File: src/rtl/fifo_param.sv
// Parametrised synchronous FIFO with internal pointers, occupancy count and status flags.
// Define FIFO_ERR_EN to add the sticky err_overflow / err_underflow outputs.
module fifo_param #(
  parameter int DATA_W = 10,
  parameter int ADDR_W = 3,
  parameter int AF_TH  = 6,
  parameter int AE_TH  = 2
) (
  input  logic              clk,
  input  logic              reset_L,
  input  logic              wr_en,
  input  logic [DATA_W-1:0] data_in,
  input  logic              rd_en,
  output logic [DATA_W-1:0] data_out,
  output logic              valid_out,
  output logic              full,
  output logic              empty,
  output logic              almost_full,
  output logic              almost_empty,
`ifdef FIFO_ERR_EN
  output logic              err_overflow,
  output logic              err_underflow,
`endif
  output logic [ADDR_W:0]   count
);

  localparam int DEPTH = 1 << ADDR_W;
  localparam logic [ADDR_W:0]   DEPTH_C = (ADDR_W+1)'(DEPTH);
  localparam logic [ADDR_W:0]   AF_C    = (ADDR_W+1)'(AF_TH);
  localparam logic [ADDR_W:0]   AE_C    = (ADDR_W+1)'(AE_TH);
  localparam logic [ADDR_W:0]   CNT_ONE = (ADDR_W+1)'(1);
  localparam logic [ADDR_W-1:0] PTR_ONE = ADDR_W'(1);

  logic [DATA_W-1:0] mem [DEPTH];
  logic [ADDR_W-1:0] wr_ptr;
  logic [ADDR_W-1:0] rd_ptr;
  logic              rd_acc;
  logic              wr_acc;

  assign full         = (count == DEPTH_C);
  assign empty        = (count == '0);
  assign almost_full  = (count >= AF_C);
  assign almost_empty = (count <= AE_C);

  // A full FIFO still takes a write when the same edge pops a word.
  assign rd_acc = rd_en & ~empty;
  assign wr_acc = wr_en & (~full | rd_acc);

  // Storage is deliberately left out of reset.
  always_ff @(posedge clk) begin
    if (wr_acc) mem[wr_ptr] <= data_in;
  end

  always_ff @(posedge clk or negedge reset_L) begin
    if (!reset_L) begin
      wr_ptr    <= '0;
      rd_ptr    <= '0;
      count     <= '0;
      data_out  <= '0;
      valid_out <= 1'b0;
    end else begin
      valid_out <= rd_acc;
      if (wr_acc) wr_ptr <= wr_ptr + PTR_ONE;
      if (rd_acc) begin
        rd_ptr   <= rd_ptr + PTR_ONE;
        data_out <= mem[rd_ptr];
      end
      case ({wr_acc, rd_acc})
        2'b10:   count <= count + CNT_ONE;
        2'b01:   count <= count - CNT_ONE;
        default: count <= count;
      endcase
    end
  end

`ifdef FIFO_ERR_EN
  always_ff @(posedge clk or negedge reset_L) begin
    if (!reset_L) begin
      err_overflow  <= 1'b0;
      err_underflow <= 1'b0;
    end else begin
      if (wr_en & full & ~rd_en) err_overflow  <= 1'b1;
      if (rd_en & empty)         err_underflow <= 1'b1;
    end
  end
`endif

endmodule

File: config.mk
export PLATFORM = sky130hd
export DESIGN_NAME = fifo_param
export DESIGN_NICKNAME = d
export VERILOG_FILES = /design/src/rtl/fifo_param.sv
export SDC_FILE = /design/constraint.sdc
export NUM_CORES = 1
export LEC_CHECK = 0
export CAP_MARGIN = 20
export CORE_MARGIN = 10
export CORE_UTILIZATION = 35
export CTS_CLUSTER_DIAMETER = 60
export CTS_CLUSTER_SIZE = 8
export DETAILED_ROUTE_END_ITERATION = 8
export PLACE_DENSITY = 0.62
export SLEW_MARGIN = 20
export SYNTH_ARGS = -nofsm -noshare
export SYNTH_HDL_FRONTEND = slang
export SYNTH_SLANG_ARGS = --single-unit
export TNS_END_PERCENT = 10
File: constraint.sdc
create_clock -name clk -period 2.5 [get_ports clk]
set_input_delay 0.375 -clock clk [delete_from_list [all_inputs] [get_ports clk]]
set_output_delay 0.375 -clock clk [all_outputs]
set_load 0.01 [all_outputs]
Yosys cells after proc, flatten, opt, wreduce, memory -nomap -nowiden
Memories as Yosys holds them, arrays and structs flattened. A register that Yosys moved wholly into a read port is not among the register bits.
Index checks and enable logic that the tools add are counted.
{"block": "classes", "n_eq_ne": 3, "bitwise": 5, "addsub": 4, "n_lt_le_gt_ge": 2, "mux": 3, "n_reduce_logical": 3}
{"op": "4-bit case mux with 2 select lines", "n": 1}
{"op": "3-bit by 1-bit adder with 3-bit output, second input constant", "n": 2}
{"op": "4-bit by 1-bit adder with 4-bit output, second input constant", "n": 1}
{"op": "4-bit equality test, second input constant", "n": 1}
{"op": "4-bit by 3-bit greater-or-equal comparator with 1-bit output, second input constant", "n": 1}
{"op": "4-bit by 2-bit <= comparator with 1-bit output, second input constant", "n": 1}
{"op": "4-bit zero test", "n": 1}
{"op": "4-bit by 1-bit subtractor with 4-bit output, second input constant", "n": 1}
{"op": "1-bit bitwise AND", "n": 2}
{"op": "2-bit by 1-bit equality test with 1-bit output, second input constant", "n": 1}
{"op": "2-bit equality test, second input constant", "n": 1}
{"op": "1-bit two-way mux", "n": 2}
{"op": "1-bit inverter", "n": 2}
{"op": "2-bit nonzero test", "n": 1}
{"op": "1-bit zero test", "n": 1}
{"op": "1-bit bitwise OR", "n": 1}
{"block": "totals", "register_bits": 11, "ramBits": 80, "n_memories": 1, "in_bits": 14, "elab_cells": 25}
{"name": "mem", "words": 8, "word_bits": 10, "rd": 1, "rd_ports_with_merged_regs": 1, "wr": 1, "line": "34", "rtl": "logic [DATA_W-1:0] mem [DEPTH];"}

Longest topological paths before layout
Gate-level depths: netlist (run 1).
{"block": "logic_depth", "ltp_word": 7, "depth_mapped": 10, "ltp_nobuf": 9}

Worst setup path before layout (run 1)
Ideal clock, no wire load.
{"block": "synth_path", "path_kind": "reg2reg", "startpoint": "register count[3]", "endpoint": "memory mem[2][0] (enable)", "setup_time_ns": 0.407, "path_slack_ns": 0.024, "n_path_buf": 1, "arrival_time_ns": 2.069, "stages_incl_launch_ff": 5, "period_less_slack_ns": 2.476, "path_cell_list": "dfrtp_1 buf_2 or4b_4 o21ai_2 nor4b_1"}
{"block": "synth_via", "elab_chain_cells": 7, "elab_cells_between_ends": 9}
{"item": "from (decl)", "line": "24", "rtl": "output logic [ADDR_W:0] count"}
{"item": "from (signal assigned)", "line": "69", "rtl": "2'b10: count <= count + CNT_ONE;"}
{"item": "from (signal assigned)", "line": "70", "rtl": "2'b01: count <= count - CNT_ONE;"}
{"item": "from (signal assigned)", "line": "71", "rtl": "default: count <= count;"}
{"item": "4-bit zero test", "line": "41", "rtl": "assign empty = (count == '0);"}
{"item": "1-bit inverter", "line": "46", "rtl": "assign rd_acc = rd_en & ~empty;"}
{"item": "1-bit bitwise AND", "line": "46"}
{"item": "1-bit bitwise OR (*)", "line": "47", "rtl": "assign wr_acc = wr_en & (~full | rd_acc);"}
{"item": "1-bit bitwise AND (*)", "line": "47"}
{"item": "1-bit two-way mux (*)", "line": "51", "rtl": "if (wr_acc) mem[wr_ptr] <= data_in;"}
{"item": "1-bit two-way mux (implied by the code) (*)", "line": "51"}
{"item": "to (decl)", "line": "34"}
Mark *: on every way between the ends. The rest lies on a longest branch, timed or not.

Worst setup path after layout (run 1)
{"block": "layout_path", "startpoint": "register count[0]", "endpoint": "output empty"}
{"block": "layout_via", "elab_chain_cells": 1}
{"item": "4-bit zero test", "line": "41"}
{"item": "to (decl)", "line": "17", "rtl": "output logic empty,"}
Every way passes these cells.

==> results.toml, run 1 <==
[status]
status = "finished clean"

[synthesis]
synthTopCellsByArea = "edfxtp_1, dfrtp_1, mux2_2, mux2i_1, a221o_1"
synth_area_leader_cell = "edfxtp_1"
synth_seq_area_share = 0.708
syn-instance-count = 257
synth_top_area_frac = 0.581
avgSynthCellArea_sq_um = 16.1
synthDistinctLibCells = 38
syn-num-nets = 276
ys_seq_elements = 101
yosysWarnings = 0
synth_area_sq_um = 4140

[placed_design]
port-buffer-count = 32
postPlaceCellArea_sq_um = 4760
place.gp.congestion = 0.739
hpwl_mm = 5.31

[cells_and_area]
fin_nets = 328
final_common_cell = "edfxtp_1"
fillCellCount = 1041
fin_area_sq_um = 5090
drive_above_1_share = 0.213
antenna_cells = 0
area_delta_synth_final_pct = 23.0
final_cell_mix = "edfxtp_1, clkdlybuf4s50_1, nand2_1"

[die]
num_io_pins = 33
initial_core_util = 0.359
die_w_um = 129
die_h_um = 129
die_area_sq_um = 16600
rows = 39
coreArea_sq_um = 11500

[clock_tree]
hold_buffers = 0
htreeDepth = 3
clock_latency_ns = 0.34
cts.path.max_buffers = 2
root_buffer = "clkbuf_16"
cts_buffers = 9
cts.sinks = 101
clk_pin_slew_worst_paths_ns = 0.06
cts_tree = "built"

[sta]
rsz0062_at_grt = "false"
finalClockSkew_ns = 0.00478
hold_viol = 0
clock.fmax_mhz = 426
whs_ns = 0.457
period_share = 0.938
fin_crit_ns = 2.35
maxSlewViolCount = 0
setup_viol = 0
tightest_slew_ns = 1.00
relSlewSlack = 0.325

[job]
cap_violations = 0

[detailed_routing]
first_iter_violations = 130
wirelength_mm = 8.10
antenna_left = 0
drc = 0
drt-wirelength-per-cell_um = 17.7
dr.pass1.iters = 4
vias = 2268
viasPerCell = 4.96

[critical_path]
arrival_ns = 1.97
cp-end-kind = "primary output"
crit_required_ns = 2.12
critPathKind = "reg2out"
critPathMaxFanout = 7
start_kind = "flip-flop"

[grt]
grt_pass1_vias = 2322
grt_usage = 0.102
grt_overflow = 0
antenna_found_initial = 0
grt_max_degree = 43
grt_pass1_wl_mm = 13.0

[power]
p_per_area_nw_per_um2 = 1180
vdd_drop_max_mv = 0.441
p_leak_nw = 1.88

[min_path]
hold_path_class = "in2async"
## power by group
group          internal (mW)  switching, mW  leakage, nW
combinational           1.05           1.07        0.743
clock                  0.884          0.597        0.159
sequential              2.19          0.213        0.974
total                   4.12           1.88         1.88
## layer usage
metal	vias up	share of wire	track usage
li1	1092	-	-
met3	6	0.044	0.0337
met1	1131	0.48	0.127
met5	-	0	0
met4	0	0.011	0.0321
met2	39	0.47	0.165
## synthesized netlist by cell type, drive strengths merged
| cell type | n |
|---|---|
| nor3 | 3 |
| inv | 6 |
| ha | 4 |
| nor4 | 1 |
| a221o | 10 |
| nor4b | 1 |
| o21ai | 11 |
| edfxtp | 80 |
| nor2b | 1 |
| o22ai | 10 |
| mux2 | 21 |
| nand3 | 1 |
| dfrtp | 21 |
| o21a | 2 |
| nor2 | 5 |
| xnor2 | 6 |
| or4b | 1 |
| a21oi | 3 |
| or3 | 1 |
| nand2 | 24 |
| a211o | 1 |
| nand2b | 2 |
| a21o | 1 |
| clkbuf | 3 |
| nor3b | 2 |
| a211oi | 1 |
| a311oi | 1 |
| xor2 | 1 |
| buf | 9 |
| fa | 1 |
| a2111oi | 1 |
| o41ai | 1 |
| mux2i | 21 |
## stage by stage
step / util / worst slack, ns / std cells / total power, mW / setup TNS [ns]
after floorplan: - / 0.0240 / 257 / 3.71 / 0
after global placement: 0.413 / -0.0256 / 441 / 4.54 / -0.0256
after detailed placement: 0.413 / -0.0851 / 441 / 4.59 / -0.143
after CTS: 0.441 / 0.0279 / 457 / 6.06 / 0
after global routing: 0.442 / 0.0524 / 457 / 6.33 / 0
final: 0.442 / 0.154 / 457 / 6.00 / 0
## area by class of cell
class,count,area [sq um],area share
Clock buffer,9,225,0.0443
Clock inverter,7,97.6,0.0192
Inverter,6,22.5,0.00443
Multi-Input combinational cell,138,1140,0.224
Sequential cell,101,2930,0.576
Tap cell,143,179,0.0352
Timing Repair Buffer,53,493,0.0969
## state kept, by name (all words and copies together), names as in the netlist
name	count
data_out	10
wr_ptr	3
count	4
rd_ptr	3
mem	80
valid_out	1
## worst paths after layout
kind                              from     endpoint  slack [ns]  cells past startpoint
max                           count[0]        empty        0.15                      4
min                            reset_L     count[2]        0.46                      1
max reg2reg                   count[0]     count[3]        0.22                      9
min reg2reg                data_out[9]  data_out[9]        0.48                      2
max in group asynchronous      reset_L     count[1]        1.48                      2
min in group clk           data_out[9]  data_out[9]        0.48                      2
## logic make-up (layout without fill, tap and decap cells)
kind of cell / Yosys count / count (layout) / synth area share
AO/OA/AOI/OAI: 42 / 42 / 0.0820
XOR/XNOR: 7 / 7 / 0.0148
adder cells (fa/ha/maj): 5 / 5 / 0.0169
buffers and inverters: 18 / 75 / 0.0203
flip-flops: 101 / 101 / 0.708
multiplexers: 42 / 42 / 0.109
AND/OR/NAND/NOR: 42 / 42 / 0.0490
## repair_timing
item                                   4_1_cts  5_1_grt
resized for setup                            0        2
endpoints found under the hold margin        0        0
buffers inserted                             0        0
setup endpoints to repair                    0        2
## critical path: stages, from the launching register on
cell and delay, ns:
dfrtp_1 0.41, buf_4 0.17, or3_4 0.42, nor2_1 0.10, clkdlybuf4s50_1 0.54
(Power assumes the default switching activity.)
==> run 2, diff against run 1 <==
MAX_ROUTING_LAYER = met4   (was not set)
PLACE_DENSITY = 0.54   (was 0.62)
==> run 2 against run 1 <==
  * Final area decreased by 0.86%
  * Global-route usage is 0.54 points higher
  * Clock power is 11% lower
==> results.toml, run 2 (synthesized netlist as in run 1, its figures left out) <==
[critical_path]
start_kind = "flip-flop"
critPathMaxFanout = 7
cp-end-kind = "primary output"
crit_path_top_delay_cell = "clkdlybuf4s50_1"
critPathKind = "reg2out"
crit_chain = "buf_4 > or3_4 > nor2_1 > clkdlybuf4s50_1"
crit_required_ns = 2.12
max_stage_delay_ns = 0.55
arrival_ns = 2.00

[power]
combPwrFrac = 0.360
p_leak_nw = 1.85
power.net_switching_mw = 1.91
p_int_mw = 3.92
clockPowerShare = 0.226
vdd_drop_max_mv = 0.424
p_per_area_nw_per_um2 = 1160
p_total_mw = 5.83
netSwitchingFraction = 0.327
seqPwrFrac = 0.414

[sta]
setup_viol = 0
relSlewSlack = 0.645
period_share = 0.951
clock.fmax_mhz = 421
fin_setup_tns_ns = 0
tightest_slew_ns = 0.533
whs_ns = 0.375
finalClockSkew_ns = 0.0101
hold_viol = 0
fin_crit_ns = 2.38
rsz0062_at_grt = "false"
maxSlewViolCount = 0

[grt]
grt_usage = 0.107
grt_max_degree = 34
grt_pass1_vias = 2342
grt_pass1_wl_mm = 13.2
grt_overflow = 0
antenna_found_initial = 0

[clock_tree]
cts_buffers = 9
hold_buffers = 0
post_cts_resized = 0
clock_latency_ns = 0.34
cts.sinks = 101
root_buffer = "clkbuf_16"
cts_tree = "built"
post-cts-setup-buffer-count = 0
clk_pin_slew_worst_paths_ns = 0.07
htreeDepth = 3
cts.path.max_buffers = 2

[detailed_routing]
drt-wirelength-per-cell_um = 18.1
wirelength_mm = 8.26
drc = 0
antenna_left = 0
vias = 2293
first_iter_violations = 126
viasPerCell = 5.02
dr.pass1.iters = 4

[placed_design]
port-buffer-count = 32
place.gp.congestion = 0.749
hpwl_mm = 5.39

[die]
rows = 39
coreArea_sq_um = 11500
initial_core_util = 0.359
die_area_sq_um = 16600
die_w_um = 129
num_io_pins = 33
die_h_um = 129

[cells_and_area]
antenna_cells = 0
largestRegisters = "mem x80, data_out x10, count x4"
drive_above_1_share = 0.210
area_delta_synth_final_pct = 22.0
final_cell_mix = "edfxtp_1, clkdlybuf4s50_1, nand2_1"
largest_reg_flops = 80
utilization = 0.438
fin_nets = 328
largest-register = "mem"
final_common_cell = "edfxtp_1"

[min_path]
hold_path_class = "in2async"

[job]
cap_violations = 0

[status]
status = "finished clean"
## run 2: layer usage
layer	routed length, um	vias to the layer above	share of wire	track usage
li1	-	1093	-	-
met2	3850	39	0.47	0.164
met1	3970	1150	0.48	0.140
met5	0	-	0	-
met3	304	11	0.037	0.0189
met4	131	0	0.016	0.0421
## run 2: per-stage QoR
| step | cell area, sq um | setup slack (ns) | instances |
|---|---|---|---|
| floorplan | 4140 | 0.0240 | 257 |
| global placement | 4760 | 0.0637 | 441 |
| detailed placement | 4760 | -0.0112 | 441 |
| CTS | 5040 | 0.0200 | 457 |
| global route | 5040 | 0.0223 | 457 |
| finish | 5040 | 0.122 | 457 |
## run 2: worst paths after layout
kind | cells past startpoint | endpoint | slack [ns] | startpoint
worst max-delay path | 4 | empty | 0.12 | count[0]
worst min-delay path | 2 | count[3] | 0.38 | reset_L
worst max register to register | 9 | count[3] | 0.18 | count[0]
worst min register to register | 2 | data_out[1] | 0.48 | data_out[1]
max in group asynchronous | 2 | rd_ptr[0] | 1.87 | reset_L
min in group clk | 2 | data_out[1] | 0.48 | data_out[1]
## run 2: worst max-delay path, delay by kind of cell (launching register included)
kind                   cells  cell delay [ns]
AND/OR/NAND/NOR            2             0.52
flip-flops                 1             0.41
buffers and inverters      2             0.72
## run 2: power by group through the flow
stage	Sequential [mW]	Combinational [mW]	Clock, mW
final	2.41	2.10	1.32
after floorplan	2.45	1.26	0
after CTS	2.42	2.14	1.36
after global routing	2.46	2.29	1.42
after detailed placement	2.45	2.14	0
after global placement	2.44	2.10	0
## run 2: cell type report
| type | instances | area, sq um |
|---|---|---|
| repair buffers | 53 | 493 |
| multi-input cells | 138 | 1140 |
| flip-flops and latches | 101 | 2930 |
| clock buffers | 10 | 229 |
| clock inverters | 6 | 55.1 |
| inverters | 6 | 22.5 |
| well taps | 143 | 179 |
| fillers | 1035 | 6470 |
==> run 3, diff against run 2 <==
MAX_ROUTING_LAYER = not set   (was met4)
==> run 3 against run 2 <==
  * Routed wire length grew 0.63%
  * Sequential power barely moved
  * Final cell count stayed put
  * Core utilization unchanged
  * Combinational power hardly changed
  * Critical path depth unchanged
  * Setup slack worse by 0.0054 ns
==> results.toml, run 3 (synthesized netlist as in run 1, its figures left out) <==
[die]
initial_core_util = 0.359
die_area_sq_um = 16600
rows = 39
die_w_um = 129
die_h_um = 129
num_io_pins = 33
coreArea_sq_um = 11500

[grt]
grt_pass1_vias = 2348
antenna_found_initial = 0
grt_overflow = 0
grt_max_degree = 34
grt_usage = 0.105
grt_pass1_wl_mm = 13.2

[clock_tree]
cts.path.max_buffers = 2
root_buffer = "clkbuf_16"
clock_latency_ns = 0.34
cts_tree = "built"
cts.sinks = 101
clk_pin_slew_worst_paths_ns = 0.07
cts_buffers = 9
hold_buffers = 0
htreeDepth = 3

[sta]
hold_viol = 0
whs_ns = 0.370
clock.fmax_mhz = 420
relSlewSlack = 0.640
period_share = 0.953
setup_viol = 0
fin_crit_ns = 2.38
finalClockSkew_ns = 0.0105
rsz0062_at_grt = "false"
maxSlewViolCount = 0
tightest_slew_ns = 0.539

[cells_and_area]
fillCellCount = 1035
largestRegisters = "mem x80, data_out x10, count x4"
multi_input_area_sq_um = 1140
regArea_sq_um = 2930
final_common_cell = "edfxtp_1"
stdcell_count = 457
fin_area_sq_um = 5040
largest_reg_flops = 80
largest-register = "mem"
fin_nets = 328
area_delta_synth_final_pct = 22.0
antenna_cells = 0
final_cell_mix = "edfxtp_1, clkdlybuf4s50_1, nand2_1"
drive_above_1_share = 0.210

[detailed_routing]
antenna_left = 0
first_iter_violations = 134
wirelength_mm = 8.32
viasPerCell = 5.03
dr.pass1.iters = 4
vias = 2297
drc = 0
drt-wirelength-per-cell_um = 18.2

[critical_path]
r2r-end = "count[3]"
start_kind = "flip-flop"
r2r_cells = 9
r2r_start = "count[0]"
critPathMaxFanout = 7
max_stage_delay_ns = 0.55
path_buf_inv = 2
reg2reg_slack_ns = 0.18
arrival_ns = 2.01
cp-end-kind = "primary output"
crit_path_top_delay_cell = "clkdlybuf4s50_1"
cpLargestDelayFamily = "buffers and inverters"
crit_required_ns = 2.12
crit_chain = "buf_4 > or3_4 > nor2_1 > clkdlybuf4s50_1"
critPathKind = "reg2out"

[power]
p_int_mw = 3.92
seqPwrFrac = 0.413
vdd_drop_max_mv = 0.426
p_leak_nw = 1.85
p_per_area_nw_per_um2 = 1160
clockPowerShare = 0.226
power.net_switching_mw = 1.91
combPwrFrac = 0.360
netSwitchingFraction = 0.328

[status]
status = "finished clean"

[placed_design]
port-buffer-count = 32
hpwl_mm = 5.39
postPlaceCellArea_sq_um = 4760
dp_cells = 441
place.gp.congestion = 0.740

[job]
cap_violations = 0

[min_path]
hold_path_class = "in2async"
[run 3: cell type report]
class,count,share of cell area
Sequential cell,101,0.581
Multi-Input combinational cell,138,0.225
Timing Repair Buffer,53,0.0977
Clock buffer,10,0.0454
Tap cell,143,0.0355
Clock inverter,6,0.0109
Inverter,6,0.00447
[run 3: worst max path at each step]
stage                        start   endpoint  cells after the start
after detailed placement     rd_en   count[3]                     10
after global routing      count[0]   count[3]                      9
after global placement       rd_en   count[3]                     10
after CTS                 count[0]       full                      4
final                     count[0]      empty                      4
after floorplan           count[3]  mem[2][0]                      4
[run 3: layer usage]
layer	vias to the layer above	part of all wire	GRT usage
met5	-	0	0
met4	0	0.0073	0.0381
met3	7	0.041	0.0255
met2	37	0.48	0.164
met1	1163	0.48	0.139
li1	1090	-	-
[run 3: what timing repair did]
action / 4_1_cts / 5_1_grt
endpoints found under the setup margin: 0 / 1
gates resized for setup: 0 / 1
setup buffers: 0 / 0
[run 3: through the flow]
step	power, mW	worst slack (ns)	TNS (ns)	util
2_1_floorplan	3.71	0.0240	0	-
3_3_place_gp	4.55	0.0637	0	0.413
3_5_place_dp	4.59	-0.0112	-0.0112	0.413
4_1_cts	5.91	0.0200	0	0.438
5_1_grt	6.18	0.0222	0	0.438
6_report	5.84	0.117	0	0.438
[run 3: power by group through the flow]
stage | registers (mW) | clock network, mW | logic (mW)
floorplan | 2.45 | 0 | 1.26
global placement | 2.44 | 0 | 2.10
detailed placement | 2.45 | 0 | 2.14
CTS | 2.42 | 1.36 | 2.14
global route | 2.46 | 1.43 | 2.29
finish | 2.41 | 1.32 | 2.10
